[src/rtl/mul_sequencer.sv]
// Shift-add multiply engine and register-file write sequencer for MUL/UMULL/SMULL.
// Optional MUL_EARLY_TERM_EN: leave CALC as soon as the remaining multiplier is zero.
//
// state | meaning
// IDLE  | waiting for Start, operands latched on acceptance
// CALC  | one shift-add iteration per cycle
// WLO   | Done pulse, low-word write strobe
// WHI   | high-word write strobe (long multiplies only)
module mul_sequencer #(
    parameter int WIDTH = 32
) (
    input  logic             clk,
    input  logic             reset,
    input  logic             Start,
    input  logic             IsLongMul,
    input  logic             IsSigned,
    input  logic [WIDTH-1:0] SrcA,
    input  logic [WIDTH-1:0] SrcB,
    output logic             Busy,
    output logic             Done,
    output logic [WIDTH-1:0] ResultLo,
    output logic [WIDTH-1:0] ResultHi,
    output logic             WrLo,
    output logic             WrHi,
    output logic [1:0]       MulState
);

    localparam int CW = $clog2(WIDTH) + 1;
    localparam logic [CW-1:0] LAST = CW'(WIDTH - 1);

    typedef enum logic [1:0] {
        IDLE = 2'd0,
        CALC = 2'd1,
        WLO  = 2'd2,
        WHI  = 2'd3
    } state_t;

    state_t state, state_next;

    logic [2*WIDTH-1:0] mcand, acc, acc_sum, product;
    logic [WIDTH-1:0]   mplier, a_abs, b_abs;
    logic [CW-1:0]      cnt;
    logic               neg, is_long, signed_op, calc_last;

    // Signed operation is done as magnitude multiply plus a final negation.
    always_comb begin
        signed_op = IsSigned & IsLongMul;
        a_abs     = (signed_op && SrcA[WIDTH-1]) ? -SrcA : SrcA;
        b_abs     = (signed_op && SrcB[WIDTH-1]) ? -SrcB : SrcB;
        acc_sum   = acc + (mplier[0] ? mcand : '0);
        product   = neg ? -acc_sum : acc_sum;
`ifdef MUL_EARLY_TERM_EN
        calc_last = (cnt == LAST) || (mplier[WIDTH-1:1] == '0);
`else
        calc_last = (cnt == LAST);
`endif
    end

    always_ff @(posedge clk) begin
        if (reset) state <= IDLE;
        else       state <= state_next;
    end

    always_comb begin
        state_next = state;
        Busy       = 1'b1;
        Done       = 1'b0;
        WrLo       = 1'b0;
        WrHi       = 1'b0;
        case (state)
            IDLE: begin
                Busy = 1'b0;
                if (Start) state_next = CALC;
            end
            CALC: if (calc_last) state_next = WLO;
            WLO: begin
                Done       = 1'b1;
                WrLo       = 1'b1;
                state_next = is_long ? WHI : IDLE;
            end
            WHI: begin
                WrHi       = 1'b1;
                state_next = IDLE;
            end
            default: state_next = IDLE;
        endcase
    end

    always_ff @(posedge clk) begin
        if (reset) begin
            mcand    <= '0;
            mplier   <= '0;
            acc      <= '0;
            cnt      <= '0;
            neg      <= 1'b0;
            is_long  <= 1'b0;
            ResultLo <= '0;
            ResultHi <= '0;
        end else begin
            case (state)
                IDLE: if (Start) begin
                    mcand   <= {{WIDTH{1'b0}}, a_abs};
                    mplier  <= b_abs;
                    neg     <= signed_op & (SrcA[WIDTH-1] ^ SrcB[WIDTH-1]);
                    is_long <= IsLongMul;
                    acc     <= '0;
                    cnt     <= '0;
                end
                CALC: begin
                    acc    <= acc_sum;
                    mcand  <= mcand << 1;
                    mplier <= mplier >> 1;
                    cnt    <= cnt + CW'(1);
                    if (calc_last) {ResultHi, ResultLo} <= product;
                end
                default: ;
            endcase
        end
    end

    assign MulState = state;

endmodule

[config.mk]
export PLATFORM = sky130hd
export DESIGN_NAME = mul_sequencer
export DESIGN_NICKNAME = d
export VERILOG_FILES = /design/src/rtl/mul_sequencer.sv
export SDC_FILE = /design/constraint.sdc
export NUM_CORES = 1
export LEC_CHECK = 0
export BUFFER_PORTS_ARGS = -buffer_cell sky130_fd_sc_hd__buf_4
export CORE_UTILIZATION = 55
export CTS_CLUSTER_SIZE = 10
export DETAILED_ROUTE_END_ITERATION = 12
export HOLD_SLACK_MARGIN = 0.05
export PLACE_DENSITY = 0.74
export RECOVER_POWER = 50
export SYNTH_ARGS = -nofsm -noshare
export SYNTH_HDL_FRONTEND = slang
export SYNTH_SLANG_ARGS = --single-unit
[constraint.sdc]
create_clock -name clk -period 5.7 [get_ports clk]
set_clock_uncertainty 0.05 [all_clocks]
set_input_delay 0.57 -clock clk [delete_from_list [all_inputs] [get_ports clk]]
set_output_delay 0.57 -clock clk [all_outputs]
set_load 0.02 [all_outputs]
==> impl_metrics.tcl <==
set metrics [dict create \
    status "complete, but fails checks" \
    violations "max-capacitance violations, max-slew violations" \
    syn_to_final_growth_pct 10.21 \
    totalWireLength_mm 57.98 \
    p_leak_uw 0.007130 \
    hold_viol 0 \
    path_delay_family "simple AND/OR/NAND/NOR gates" \
    max_slew_margin -0.5769 \
    syn_nets 2489 \
    clk_latency_ns 0.59 \
    drtPass1Iterations 6 \
    die_area_sq_um 31750 \
    cts_buffer_depth 3 \
    synth_top_family_by_area "compound AO/OA/AOI/OAI gates" \
    crit_required_ns 6.15 \
    grt_max_degree 108 \
    synthMuxAreaShare 0.002345 \
    cts-buffers-inserted 28 \
    holdCritPathClass "input pin to register" \
    power_uw 3812 \
    die_h_um 178.2 \
    powerDensity_nw_per_um2 202.6 \
    syn_area_sq_um 17070 \
    coreArea_sq_um 30590 \
    vias 18310 \
    boundaryPins 139 \
    synth_edf_count 0 \
    drc_errors 0 \
    worst_slew_pin_slew_ns 2.365 \
    die_w_um 178.2 \
    fin_nets 2531 \
    cts-root-buf "clkbuf_16" \
    synth_simple_gate_area_share 0.2718 \
    yosysTopAreaCellShare 0.2744 \
    path_class "register to register" \
    setup_viol 0 \
    critPathMostFrequentCell "a21oi_1" \
    grt_antenna_before_repair 0 \
    max_freq_mhz 183.1 \
    layout_commonest_cell "nand2_1" \
    path_buf_inv 2 \
    drv_cap 4 \
    synthArstFlopShare 0 \
    synth_fa_ha_area_frac 0.05027 \
    start_util 0.5582 \
    diodes 0 \
    synth_compound_area_frac 0.2863 \
    final_cell_mix "nand2_1 (285), a21oi_1 (261), dfxtp_1 (233), nor2_1 (233), nand3_1 (126)" \
    drive_gt1_frac 0.07414 \
    grt.overflow.total 0 \
    setup_tns_ns 0 \
    ys_seq_area_frac 0.2744 \
    ant_nets 0 \
    cts_max_level 1 \
    synthFlopType "dfxtp_1" \
    fillCellCount 2942 \
    critPathLaunchType "register" \
    yosys_warnings 0 \
    yosys_register_bits 234 \
    slew_violations 168 \
    synth_area_leader_cell "dfxtp_1" \
    path_cells "buf_4, buf_4, and2_1, ha_1, a21oi_1, o21ai_0, a21oi_1, o21ai_0, nor3_2, a21oi_1, xnor2_1, nand2b_1, or3_1, or4_1, a31oi_1" \
    synth.area.top_cells "dfxtp_1 (27%), a21oi_1 (7.7%), nand2_1 (6.3%)" \
    avgSynthCellArea_sq_um 7.259 \
    drt_iter0_drc 1751 \
    portBuffers 138 \
    rsz0062_at_grt "false" \
    ir_drop_mv 0.2282 \
    std_cell_rows 64 \
    startpoint "mplier[0]" \
    worst_setup_path_end_kind "register" \
    globalRouteTotalUtil 0.3532 \
    vias_per_cell 6.548 \
    syn_inst 2352 \
    gp_congestion 1.053 \
    finalCriticalPeriod_ns 5.461 \
    cts_tree "done" \
    synthXorXnorAreaFrac 0.06976 \
    max_stage_delay_ns 0.56 \
    hp-start "SrcA[0]" \
    slowest_stage "or4_1" \
    dp_hpwl_mm 43.55 \
    hold_buffers 0 \
    grt_pass1_wl_mm 88.69 \
    cts.sinks 234 \
    arrival_ns 5.91 \
    r2r-start "mplier[0]" \
    ys_types 81 \
    grt_pass1_vias 16310 \
    wl_per_cell_um 20.73 \
    post-route-period-util 0.9580 \
    clk_pin_slew_ns 0.06 \
    cp_max_fo 29 \
]
worst reg2reg max path, delay by kind of cell (launching register included):
kind | cells | cell delay, ns
flip-flops | 1 | 0.45
XOR/XNOR | 1 | 0.44
AND/OR/NAND/NOR | 5 | 1.94
buffers and inverters | 2 | 0.71
AO/OA/AOI/OAI | 6 | 1.40
adder cells (fa/ha/maj) | 1 | 0.38
cell type report:
cell class | count | area [sq um] | area share
multi-input combinational | 1922 | 11650 | 0.6193
sequential | 234 | 4686 | 0.2490
timing repair buffer | 180 | 1079 | 0.05732
clock buffer | 33 | 729.5 | 0.03877
tap | 396 | 495.5 | 0.02633
inverter | 28 | 105.1 | 0.005585
clock inverter | 4 | 70.07 | 0.003724
report_power, final:
part	total, uW	internal, uW	switching [uW]
sequential	1710	1670	34.3
clock	1630	937	688
combinational	479	157	322
metal layers:
| metal | up-vias | wire, um | part of all wire | global-route usage |
|---|---|---|---|---|
| li1 | 8715 | - | - | - |
| met1 | 8637 | 25980 | 0.45 | 0.5039 |
| met5 | - | 0 | 0 | 0 |
| met2 | 843 | 24790 | 0.43 | 0.5347 |
| met4 | 0 | 1632 | 0.028 | 0.1081 |
| met3 | 119 | 5568 | 0.096 | 0.06522 |
logic make-up after synthesis:
kind of cell | count (synthesis)
buffers and inverters | 196
AO/OA/AOI/OAI | 749
AND/OR/NAND/NOR | 965
adder cells (fa/ha/maj) | 68
XOR/XNOR | 136
multiplexers | 4
flip-flops | 234
cells in the mapped netlist (11+ instances only):
cell type	number
nor3_1	42
nor4_1	18
a21oi_1	261
a211oi_1	74
dfxtp_1	234
and3_1	12
a22oi_1	85
o21a_1	15
a21o_1	28
o21ai_1	12
clkbuf_1	142
a31oi_1	23
xor2_1	71
xnor2_1	65
inv_1	28
nand2b_1	14
or3_1	29
nand4_1	51
nand3_1	126
o211ai_1	13
o31ai_1	29
ha_1	67
buf_2	12
o21ai_0	96
nor2_1	234
and4_1	11
nand2_1	285
or4_1	17
and2_1	85
metrics by stage:
step | instance area [sq um] | hold slack [ns] | std cells | utilization | setup WS (ns)
finish | 18820 | 0.2246 | 2797 | 0.6151 | 0.2394
global route | 18820 | 0.2413 | 2797 | 0.6151 | 0.02203
CTS | 19080 | 0.2108 | 2796 | 0.6238 | 0.2736
detailed placement | 18280 | 0.4004 | 2759 | 0.5976 | 0.2906
floorplan | 17070 | 0.3866 | 2352 | - | 0.4668
global placement | 18280 | 0.4011 | 2759 | 0.5976 | 0.4170
flip-flops by register name, summed over array words and instances (netlist names):
signal and count:
acc 64, mcand 64, ResultHi 32, ResultLo 32, mplier 32, cnt 6
MulState 2, is_long 1, neg 1
worst paths after layout:
path                                endpoint  slack (ns)  cells after the start
worst max-delay path            ResultHi[31]        0.24                     15
worst min-delay path                mcand[0]        0.22                      3
worst max register to register  ResultHi[31]        0.24                     15
worst min register to register     mcand[52]        0.39                      2
repair_timing:
| action | CTS | global route |
|---|---|---|
| setup buffers | 0 | 1 |
| setup endpoints to repair | 0 | 15 |
| gates resized for setup | 0 | 5 |
Power figures use the tool's default switching activity.
